## src/rtl/clipper_timebase_gen.sv

```systemverilog
// -----------------------------------------------------------------------------
// clipper_timebase_gen
//
// Device-wide 64-bit timebase generator. Two counters are kept:
//   - a controlled timebase that honours force-load, freeze and accelerate
//     requests from the control side, and
//   - a free-running timebase that ignores all control.
// Both use the format [63:32] = seconds, [31:0] = nanoseconds, with the
// nanosecond field wrapping at NS_WRAP and carrying into seconds.
//
// Parameters:
//   INC_NS      nanoseconds added per clock in normal mode (1..255)
//   ACCEL_SHIFT accelerated increment is INC_NS << ACCEL_SHIFT (0..16)
//   NS_WRAP     nanosecond field wrap value
//
// Ports:
//   clk                  in   1   timebase clock
//   rst_n                in   1   asynchronous active-low reset
//   timebase_force       in   1   level request to load timebase_time
//   timebase_accelerate  in   1   level, selects the accelerated increment
//   timebase_time        in  64   value to load
//   freeze               in   1   level, holds the controlled timebase
//   force_ack            out  1   one-cycle pulse acknowledging a force
//   force_err            out  1   one-cycle pulse with force_ack on rejection
//   timebase             out 64   controlled timebase
//   free_run_timebase    out 64   uncontrolled timebase
//   pps                  out  1   one-cycle pulse when controlled seconds carry
// -----------------------------------------------------------------------------
module clipper_timebase_gen #(
    parameter int unsigned INC_NS      = 8,
    parameter int unsigned ACCEL_SHIFT = 10,
    parameter int unsigned NS_WRAP     = 1000000000
) (
    input  logic        clk,
    input  logic        rst_n,
    input  logic        timebase_force,
    input  logic        timebase_accelerate,
    input  logic [63:0] timebase_time,
    input  logic        freeze,
    output logic        force_ack,
    output logic        force_err,
    output logic [63:0] timebase,
    output logic [63:0] free_run_timebase,
    output logic        pps
);

    localparam logic [31:0] NS_WRAP_W = 32'(NS_WRAP);
    localparam logic [31:0] INC_NORM  = 32'(INC_NS);
    localparam logic [31:0] INC_ACCEL = 32'(INC_NS) << ACCEL_SHIFT;

    // Per-cycle action applied to the controlled timebase, in priority order.
    typedef enum logic [1:0] {
        MODE_LOAD  = 2'd0,
        MODE_HOLD  = 2'd1,
        MODE_ACCEL = 2'd2,
        MODE_NORM  = 2'd3
    } mode_e;

    // True when adding inc to the ns field reaches or passes the wrap value.
    // The sum is formed in 33 bits so a large ns plus inc cannot overflow.
    function automatic logic ns_wraps(input logic [31:0] ns, input logic [31:0] inc);
        logic [32:0] sum;
        sum = {1'b0, ns} + {1'b0, inc};
        return (sum >= {1'b0, NS_WRAP_W});
    endfunction

    // Advances a {sec, ns} value by inc. inc is always below NS_WRAP so at
    // most one carry into seconds can occur; seconds wrap modulo 2^32.
    function automatic logic [63:0] tb_step(input logic [63:0] t, input logic [31:0] inc);
        logic [32:0] sum;
        logic [32:0] rem;
        sum = {1'b0, t[31:0]} + {1'b0, inc};
        rem = sum - {1'b0, NS_WRAP_W};
        if (sum >= {1'b0, NS_WRAP_W}) begin
            return {t[63:32] + 32'd1, rem[31:0]};
        end else begin
            return {t[63:32], sum[31:0]};
        end
    endfunction

    logic        force_prev_r;
    logic [63:0] timebase_r;
    logic [63:0] free_run_r;
    logic        force_ack_r;
    logic        force_err_r;
    logic        pps_r;

    logic        force_edge_s;
    logic        force_ok_s;
    mode_e       mode_s;
    logic [63:0] timebase_next_s;
    logic        pps_next_s;
    logic [63:0] free_run_next_s;

    assign force_edge_s    = timebase_force & ~force_prev_r;
    assign force_ok_s      = (timebase_time[31:0] < NS_WRAP_W);
    assign free_run_next_s = tb_step(free_run_r, INC_NORM);

    // Select this cycle's action. A rejected force edge falls through to the
    // lower-priority rules, so it only counts as a load when the ns is legal.
    always_comb begin
        mode_s = MODE_NORM;
        if (force_edge_s && force_ok_s) begin
            mode_s = MODE_LOAD;
        end else if (freeze) begin
            mode_s = MODE_HOLD;
        end else if (timebase_accelerate) begin
            mode_s = MODE_ACCEL;
        end else begin
            mode_s = MODE_NORM;
        end
    end

    // Next controlled timebase and pps. pps only reflects a counting carry:
    // a load that changes seconds does not pulse it, and hold never does.
    always_comb begin
        timebase_next_s = timebase_r;
        pps_next_s      = 1'b0;
        case (mode_s)
            MODE_LOAD: begin
                timebase_next_s = timebase_time;
            end
            MODE_HOLD: begin
                timebase_next_s = timebase_r;
            end
            MODE_ACCEL: begin
                timebase_next_s = tb_step(timebase_r, INC_ACCEL);
                pps_next_s      = ns_wraps(timebase_r[31:0], INC_ACCEL);
            end
            MODE_NORM: begin
                timebase_next_s = tb_step(timebase_r, INC_NORM);
                pps_next_s      = ns_wraps(timebase_r[31:0], INC_NORM);
            end
            default: begin
                timebase_next_s = timebase_r;
                pps_next_s      = 1'b0;
            end
        endcase
    end

    // State registers. Clearing force_prev_r on reset makes a force held high
    // through reset release look like a fresh request.
    always_ff @(posedge clk or negedge rst_n) begin
        if (!rst_n) begin
            force_prev_r <= 1'b0;
            timebase_r   <= 64'd0;
            free_run_r   <= 64'd0;
            force_ack_r  <= 1'b0;
            force_err_r  <= 1'b0;
            pps_r        <= 1'b0;
        end else begin
            force_prev_r <= timebase_force;
            timebase_r   <= timebase_next_s;
            free_run_r   <= free_run_next_s;
            force_ack_r  <= force_edge_s;
            force_err_r  <= force_edge_s & ~force_ok_s;
            pps_r        <= pps_next_s;
        end
    end

    assign timebase          = timebase_r;
    assign free_run_timebase = free_run_r;
    assign force_ack         = force_ack_r;
    assign force_err         = force_err_r;
    assign pps               = pps_r;

endmodule

```

## config.mk

```make
export PLATFORM = sky130hd
export DESIGN_NAME = clipper_timebase_gen
export DESIGN_NICKNAME = d
export VERILOG_FILES = /design/src/rtl/clipper_timebase_gen.sv
export SDC_FILE = /design/constraint.sdc
export NUM_CORES = 1
export LEC_CHECK = 0
export CELL_PAD_IN_SITES_DETAIL_PLACEMENT = 1
export CELL_PAD_IN_SITES_GLOBAL_PLACEMENT = 1
export CORE_MARGIN = 4
export CORE_UTILIZATION = 39
export CTS_CLUSTER_DIAMETER = 60
export CTS_CLUSTER_SIZE = 40
export DETAILED_ROUTE_END_ITERATION = 6
export PLACE_DENSITY_LB_ADDON = 0.3
export SYNTH_ARGS = -nofsm -noshare
export SYNTH_HDL_FRONTEND = slang
export SYNTH_SLANG_ARGS = --single-unit
```

## constraint.sdc

```tcl
create_clock -name clk -period 4.2 [get_ports clk]
set_clock_uncertainty 0.1 [all_clocks]
set_input_delay 0.63 -clock clk [delete_from_list [all_inputs] [get_ports clk]]
set_output_delay 0.63 -clock clk [all_outputs]
set_load 0.01 [all_outputs]
```

==> impl_metrics.py, run 1 <==
metrics = {
    "die": {
        "start_util_pct": 40.1,
        "dieHeight_um": 170,
        "fp.dieArea_um2": 28800,
        "die_x_um": 170,
        "ios": 200,
        "core_area_um2": 25500,
        "rows": 58,
    },
    "grt": {
        "grt_use_met1_pct": 35.4,
        "busiest_layer": "met2",
        "antenna_found_initial": 1,
        "grt_max_degree": 92,
        "grt_usage_pct": 27.5,
        "grt_overflow_total": 0,
        "use_met3_pct": 5.20,
        "grt_pass1_wl_mm": 64.1,
        "grt_pass1_vias": 11700,
        "met2_usage_pct": 45.7,
    },
    "worst_setup_path": {
        "critical_path.slowest_cell": "clkdlybuf4s50_1",
        "path_max_fanout": 11,
        "worstSetupEndpointType": "register",
        "crit_top_cell": "nor2_1",
        "crit_chain": "clkdlybuf4s50_1, o21ai_0, nand2_1, a31o_2, a21oi_1, o21ai_0, a41oi_1, buf_4, nor2_1, nor3_2, and2_4, nor2_1, ha_4, buf_4, nand2b_1, nor2_1, o32ai_1, o311ai_2, o41ai_2, nor2_1",
        "cp.arrival_ns": 4.42,
        "cp.required_ns": 4.39,
        "critPathKind": "input pin to register",
        "critPathMaxStageDelay_ns": 0.42,
        "crit_path_start_kind": "input pin",
    },
    "sta": {
        "fin_ws_ns": -0.0308,
        "finalCritPeriodShare_pct": 101,
        "finalHoldViolCount": 0,
        "holdWs_ns": 0.150,
        "worstMarginPinSlew_ns": 0.928,
        "setup_violations": 1,
        "rsz0062_at_grt": "yes",
        "max_clock_freq_mhz": 236,
        "slew_viol_final": 0,
        "slew_headroom_pct": 38.1,
        "layout_min_cycle_time_ns": 4.23,
    },
    "yosys": {
        "ys_types": 83,
        "synth_top_cell_by_area": "dfrtp_1",
        "yosysWarnings": 0,
        "synth_flop_cell": "dfrtp_1",
        "yosysMostFrequentCell": "dfrtp_1",
        "synth_top_area_share_pct": 31.6,
        "synth.avg_cell_area_um2": 8.10,
        "syn-cell-area_um2": 10200,
        "async_flop_share_pct": 100,
        "ys_seq_elements": 129,
        "yosys-top-cells-area": "dfrtp_1 (32%), xnor2_1 (8.0%), xor2_1 (4.1%)",
        "synth-edff-count": 0,
        "synth_common_cells": "dfrtp_1 (129), nand2_1 (110), nor2_1 (108)",
        "seq_area_frac_synth_pct": 31.6,
        "postSynthCellCount": 1261,
    },
    "finish": {
        "fill_cells": 3045,
        "finalNonFillerCells": 1856,
        "synthToLayoutAreaGrowth_pct": 36.3,
        "drive_gt1_share_pct": 13.2,
        "nNetsFinal": 1598,
    },
    "clock_network": {
        "path_clk_slew_ns": 0.08,
        "htree_levels": 4,
        "worst_skew_pair.late_latency_ns": 0.43,
        "root_buffer": "clkbuf_16",
        "cts_buffers": 17,
        "clock_sinks": 129,
        "max-clock-path-buffers": 2,
        "cts_tree": "built",
    },
    "power_and_ir_drop": {
        "p_leak_nw": 5.51,
        "irDropWorstVdd_mv": 0.219,
        "power.total_w": 0.00652,
        "power_density_nw_per_um2": 468,
    },
    "status": {
        "status": "finished, violations left",
        "violations": "setup timing",
    },
    "routing": {
        "via_per_inst": 6.02,
        "first_pass_iters": 5,
        "drtIter0Drc": 985,
        "routedWlPerCell_um": 22.0,
        "dr_total_vias": 11200,
        "postRouteAntennaNets": 0,
        "drc_errors": 0,
        "routed_wl_mm": 40.9,
    },
    "placement": {
        "dp.cells": 1822,
        "gp_congestion": 0.998,
        "dpl.hpwl_mm": 30.3,
        "io_buffer_count": 196,
        "place_ws_ns": -0.447,
    },
    "flow_run": {
        "maxCapViolCount": 0,
    },
    "worst_hold_path": {
        "hold_path.class": "input pin to async pin",
    },
}
[per-layer routing]
metal / part of all wire (%) / vias to the layer above
li1: - / 5116
met1: 42 / 5555
met2: 49 / 403
met3: 5.8 / 104
met4: 3.7 / 0
met5: 0 / -
[stage by stage]
stage	util (%)	area [µm²]	setup TNS (ns)
after global routing	54.6	13900	-0.239
after floorplan	-	10200	0
after detailed placement	51.8	13200	-13.67
after CTS	54.3	13800	0
final	54.6	13900	-0.0308
after global placement	51.8	13200	-2.07
[registers in the layout (all words and copies together), names as in the netlist]
name	cells
force_ack	1
force_err	1
force_prev_r	1
free_run_timebase	61
pps	1
timebase	64
[report_power, final]
part	internal [W]	switching, W	total [W]
Clock	0.000860	0.000727	0.00159
Combinational	0.00140	0.00178	0.00319
Sequential	0.00145	0.000293	0.00175
Total	0.00371	0.00280	0.00652
[final timing paths]
kind	slack, ns	end	cells past startpoint	from
setup / recovery	-0.03	timebase[25]	20	timebase_time[10]
hold / removal	0.15	free_run_timebase[5]	1	rst_n
setup reg to reg	0.01	timebase[25]	12	timebase[13]
hold reg to reg	0.36	force_ack	1	force_prev_r
max in group asynchronous	2.91	timebase[36]	2	rst_n
min in group clk	0.36	force_ack	1	force_prev_r
[logic make-up (layout without fill, tap and decap cells)]
group | Yosys count | count (layout) | share of synthesized area, %
compound gates | 326 | 326 | 22.4
xor+xnor | 141 | 141 | 12.1
fa+ha+maj | 17 | 17 | 2.08
buf+inv | 143 | 405 | 5.73
flops | 129 | 129 | 31.6
mux | 12 | 12 | 1.21
other cells | 1 | 4 | 0.0367
simple gates | 492 | 492 | 24.8
[cells in the final DEF (no fill, tap or decap), drive strengths merged, types with 13 or more instances in the layout]
cell,instances
clkdlybuf4s50,195
dfrtp,129
buf,120
nand2,110
nor2,108
xnor2,93
a21oi,66
inv,66
nand3,62
o21ai,58
xor2,48
nor3,44
nand4,34
and3,27
clkbuf,17
nor4,17
ha,17
o22ai,15
nand2b,14
o2bb2ai,14
or3,13
a32oi,13
and2,13
[critical path, delay by kind of cell]
family                     cells  cell delay, ns
AOI/OAI and AO/OA              8            1.83
and+or+nand+nor                8            1.01
buffers and inverters          3            0.75
adders and majority gates      1            0.22
[area by class of cell]
class	instances	area (µm²)	area share (%)
Multi-Input combinational cell	991	6510	46.8
Tap cell	330	413	2.97
Sequential cell	129	3230	23.2
Clock buffer	17	425	3.06
Antenna cell	1	2.50	0.0180
Clock inverter	15	188	1.35
Timing Repair Buffer	315	2930	21.1
Inverter	58	218	1.56
[timing repair]
action | in CTS | in global routing
gates cloned | 0 | 0
endpoints found under the hold margin | 0 | 0
resized for setup | 1 | 20
buffers inserted | 0 | 1
hold buffers | 0 | 0
endpoints found under the setup margin | 1 | 69
pin swaps | 0 | 2
(Power assumes the default switching activity.)
==> run 2: changes to the inputs <==
CORE_MARGIN = 5   (was 4)
TNS_END_PERCENT = 10   (was not set)
==> impl_metrics.py, run 2 (same netlist as run 1, synthesis figures left out) <==
metrics = {
    "sta": {
        "fin_setup_tns_ns": 0,
        "fin_ws_ns": 0.0763,
        "finalCritPeriodShare_pct": 98.2,
        "rsz0062_at_grt": "yes",
        "worstMarginPinSlew_ns": 0.943,
        "max_clock_freq_mhz": 243,
        "holdWs_ns": 0.183,
        "layout_min_cycle_time_ns": 4.12,
        "setup_violations": 0,
        "finalHoldViolCount": 0,
        "slew_headroom_pct": 37.1,
        "slew_viol_final": 0,
    },
    "finish": {
        "final_cell_mix": "clkdlybuf4s50_1 (195), dfrtp_1 (126), nand2_1 (110)",
        "post-route-util_pct": 53.0,
        "seq_area_um2": 3230,
        "multiInputGateArea_um2": 6470,
        "final_common_cell": "clkdlybuf4s50_1",
        "synthToLayoutAreaGrowth_pct": 34.4,
        "nNetsFinal": 1586,
        "fin_area_um2": 13700,
        "drive_gt1_share_pct": 12.3,
        "antenna_cells": 0,
        "fill_cells": 3104,
        "largest_reg_flops": 64,
    },
    "die": {
        "die_x_um": 172,
        "start_util_pct": 39.4,
        "ios": 200,
        "rows": 59,
        "fp.dieArea_um2": 29500,
        "core_area_um2": 25900,
        "dieHeight_um": 172,
    },
    "clock_network": {
        "cts_tree": "built",
        "htree_levels": 4,
        "max-clock-path-buffers": 2,
        "worst_skew_pair.late_latency_ns": 0.43,
        "root_buffer": "clkbuf_16",
        "clock_sinks": 129,
        "cts_buffers": 17,
        "path_clk_slew_ns": 0.06,
    },
    "grt": {
        "antenna_found_initial": 1,
        "grt_max_degree": 91,
        "grt_pass1_wl_mm": 63.0,
        "grt_overflow_total": 0,
        "grt_pass1_vias": 11600,
        "grt_usage_pct": 26.7,
    },
    "power_and_ir_drop": {
        "p_leak_nw": 5.40,
        "irDropWorstVdd_mv": 0.223,
        "power_density_nw_per_um2": 461,
    },
    "worst_setup_path": {
        "r2r_slack_ns": 0.11,
        "path_max_fanout": 7,
        "cp.arrival_ns": 4.32,
        "reg2reg_to": "timebase[25]",
        "cp-endpoint": "timebase[25]",
        "cp.required_ns": 4.40,
        "worstSetupEndpointType": "register",
        "crit_path_start_kind": "input pin",
        "r2r_cells": 12,
        "critPathKind": "input pin to register",
        "reg2reg_from": "timebase[13]",
        "worstSetupStartpoint": "timebase_time[10]",
    },
    "routing": {
        "postRouteAntennaNets": 0,
        "via_per_inst": 5.99,
        "first_pass_iters": 7,
        "drtIter0Drc": 698,
        "routed_wl_mm": 40.0,
        "dr_total_vias": 11100,
        "drc_errors": 0,
        "routedWlPerCell_um": 21.7,
    },
    "placement": {
        "place_ws_ns": -0.208,
        "gp_congestion": 0.950,
        "dpl-instance-area_um2": 13100,
        "dpl.hpwl_mm": 30.1,
        "io_buffer_count": 196,
    },
    "worst_hold_path": {
        "hold_path.class": "input pin to async pin",
    },
    "status": {
        "status": "completed",
    },
    "flow_run": {
        "maxCapViolCount": 0,
    },
}
-- run 2: report_power, final --
part           total (W)  switching (W)  internal, W  leakage [nW]
logic            0.00306        0.00170      0.00137          3.47
clock network    0.00147       0.000684     0.000784         0.274
registers        0.00179       0.000337      0.00145          1.66
-- run 2: layout make-up --
class,instances,area share [%]
inverter,58,1.69
sequential,129,23.5
multi-input combinational,991,47.2
clock buffer,17,3.10
timing repair buffer,303,20.4
clock inverter,15,1.02
tap,335,3.05
-- run 2: worst min path at each step --
stage / endpoint / slack [ns]
after floorplan: force_ack / 0.23
after global placement: force_ack / 0.32
after detailed placement: force_ack / 0.33
after CTS: free_run_timebase[6] / 0.22
after global routing: free_run_timebase[6] / 0.27
final: free_run_timebase[6] / 0.18
-- run 2: metrics by stage --
step | total power [W] | instances
after global placement | 0.00470 | 1814
after global routing | 0.00667 | 1848
final | 0.00632 | 1848
after detailed placement | 0.00479 | 1814
after floorplan | 0.00343 | 1263
after CTS | 0.00628 | 1846
-- run 2: metal layers --
| layer | track usage, % | vias to the layer above | share of wire, % |
|---|---|---|---|
| met3 | 4.57 | 80 | 5.9 |
| met1 | 35.0 | 5550 | 43 |
| met2 | 44.6 | 352 | 48 |
| li1 | - | 5086 | - |
| met5 | 0 | - | 0.050 |
| met4 | 9.02 | 2 | 3.0 |
-- run 2: repair_timing --
| action | 4_1_cts | 5_1_grt |
|---|---|---|
| resized for setup | 0 | 20 |
| setup buffers | 0 | 2 |
| setup endpoints to repair | 0 | 57 |
| hold buffers | 0 | 0 |
-- run 2: critical path, stage by stage --
cell and delay (ns):
clkdlybuf4s50_1 0.43, o21ai_0 0.18, nand2_1 0.07, a31o_2 0.24
a21oi_1 0.14, o21ai_0 0.17, a41oi_1 0.27, nor2_1 0.08
nor3_1 0.26, and2_1 0.24, a21o_1 0.12, ha_1 0.20
buf_4 0.18, nor2_4 0.06, a221oi_1 0.30, o311ai_1 0.20
o41ai_1 0.47, nor2_1 0.07
==> run 3: changes to the inputs <==
CORE_UTILIZATION = 30   (was 39)
==> impl_metrics.py, run 3 (same netlist as run 1, synthesis figures left out) <==
metrics = {
    "routing": {
        "first_pass_iters": 5,
        "routed_wl_mm": 40.6,
        "postRouteAntennaNets": 0,
        "routedWlPerCell_um": 20.7,
        "via_per_inst": 5.54,
        "dr_total_vias": 10900,
        "drtIter0Drc": 561,
        "drc_errors": 0,
    },
    "worst_setup_path": {
        "crit_chain": "nand3_1, or3_1, nor4_2, o22ai_1, or4_1, a31oi_2, buf_4, o21ai_1, buf_4, a21boi_2, buf_12, o21ai_0, a22o_1",
        "cp.arrival_ns": 4.24,
        "critPathMaxStageDelay_ns": 0.55,
        "cp.depth": 13,
        "critPathKind": "register to register",
        "crit_family": "simple AND/OR/NAND/NOR gates",
        "path_max_fanout": 32,
        "critical_path.slowest_cell": "or4_1",
        "worstSetupEndpointType": "register",
        "crit_path_start_kind": "register",
        "crit_top_cell": "buf_4",
        "r2r_slack_ns": 0.20,
        "r2r_cells": 13,
        "cp.buffers_inverters": 3,
        "cp.required_ns": 4.43,
    },
    "die": {
        "die_x_um": 195,
        "core_area_um2": 33500,
        "rows": 67,
        "start_util_pct": 30.5,
        "dieHeight_um": 195,
        "ios": 200,
        "fp.dieArea_um2": 37800,
    },
    "power_and_ir_drop": {
        "irDropWorstVdd_mv": 0.339,
        "swShare_pct": 41.4,
        "p_leak_nw": 5.43,
        "power_frac_seq_pct": 27.5,
        "power_density_nw_per_um2": 463,
        "switching_power_w": 0.00266,
        "combPwrFrac_pct": 47.5,
        "clockPowerShare_pct": 24.9,
        "p_int_w": 0.00377,
    },
    "finish": {
        "fill_cells": 4008,
        "final_cell_mix": "clkdlybuf4s50_1 (195), dfrtp_1 (124), nand2_1 (110)",
        "nNetsFinal": 1585,
        "fin_area_um2": 13900,
        "drive_gt1_share_pct": 12.3,
        "final_common_cell": "clkdlybuf4s50_1",
        "largest_reg_flops": 64,
        "synthToLayoutAreaGrowth_pct": 36.1,
    },
    "flow_run": {
        "maxCapViolCount": 0,
    },
    "clock_network": {
        "worst_skew_pair.late_latency_ns": 0.45,
        "clock_sinks": 129,
        "cts_tree": "built",
        "max-clock-path-buffers": 2,
        "path_clk_slew_ns": 0.06,
        "cts_buffers": 17,
        "htree_levels": 4,
        "root_buffer": "clkbuf_16",
    },
    "sta": {
        "rsz0062_at_grt": "yes",
        "layout_min_cycle_time_ns": 4.00,
        "fin_ws_ns": 0.197,
        "holdWs_ns": 0.179,
        "fin_setup_tns_ns": 0,
        "worstMarginPinSlew_ns": 0.935,
        "slew_headroom_pct": 37.7,
        "slew_viol_final": 0,
        "finalCritPeriodShare_pct": 95.3,
        "setup_violations": 0,
        "max_clock_freq_mhz": 250,
        "finalHoldViolCount": 0,
    },
    "grt": {
        "grt_max_degree": 91,
        "grt_pass1_vias": 11200,
        "grt_pass1_wl_mm": 64.3,
        "grt_overflow_total": 0,
        "antenna_found_initial": 1,
        "grt_usage_pct": 20.9,
    },
    "worst_hold_path": {
        "hold_path.class": "input pin to async pin",
    },
    "placement": {
        "gp_congestion": 0.878,
        "place_ws_ns": -0.107,
        "dpl.hpwl_mm": 30.8,
        "dpl-instance-area_um2": 13200,
        "io_buffer_count": 196,
    },
    "status": {
        "status": "completed",
    },
}
==> run 3: cell count changes in the layout (fill, tap and decap cells not counted), moves of 2 or more <==
cell       delta
dfrtp_1       -2
inv_6         -5
dfrtp_2       +2
nor2_1        -2
nor2_2        +2
clkinv_2      +3
inv_8         -3
clkbuf_8      +2
bufinv_16     +3
buf_4         -2
==> run 3: per-layer routing <==
metal	vias to the layer above	wire length, µm	global-route usage [%]
li1	5080	-	-
met1	5480	18700	28.6
met2	252	19400	34.4
met3	45	1910	4.21
met4	0	638	4.38
met5	-	0	0
==> run 3: path summary, 6_finish.rpt <==
path	from	end
max in group asynchronous	rst_n	free_run_timebase[55]
min in group clk	force_prev_r	force_ack
hold reg to reg	force_prev_r	force_ack
setup reg to reg	timebase[10]	timebase[62]
setup / recovery	timebase[10]	timebase[62]
hold / removal	rst_n	timebase[35]
==> run 3: worst reg2reg max path: cells and delay by family, from the launching register on <==
family	cells	cell delay [ns]
and+or+nand+nor	4	1.64
AOI/OAI and AO/OA	6	1.04
buffers and inverters	3	0.59
DFF	1	0.52
==> run 3: layout make-up <==
class	count	area (µm²)	area share (%)
sequential	129	3230	23.3
antenna	1	2.50	0.0180
tap	448	561	4.03
clock buffer	19	453	3.26
inverter	58	218	1.57
multi-input combinational	991	6460	46.5
clock inverter	13	160	1.15
timing repair buffer	302	2810	20.2
==> run 3: power groups by stage <==
stage / Sequential [W] / Combinational [W] / Clock [W]
after floorplan: 0.00176 / 0.00167 / 0
after global placement: 0.00178 / 0.00296 / 0
after detailed placement: 0.00178 / 0.00302 / 0
after CTS: 0.00177 / 0.00304 / 0.00164
after global routing: 0.00181 / 0.00331 / 0.00170
final: 0.00177 / 0.00306 / 0.00160
==> run 3: through the flow <==
step	cells	util [%]	total power (W)
4_1_cts	1959	41.3	0.00645
2_1_floorplan	1263	-	0.00343
6_report	1961	41.4	0.00643
5_1_grt	1961	41.4	0.00683
3_5_place_dp	1927	39.5	0.00480
3_3_place_gp	1927	39.5	0.00473
==> run 3: repair_timing <==
item / CTS / global route
hold buffers: 0 / 0
resized for setup: 0 / 15
setup buffers: 0 / 1
setup endpoints to repair: 0 / 55
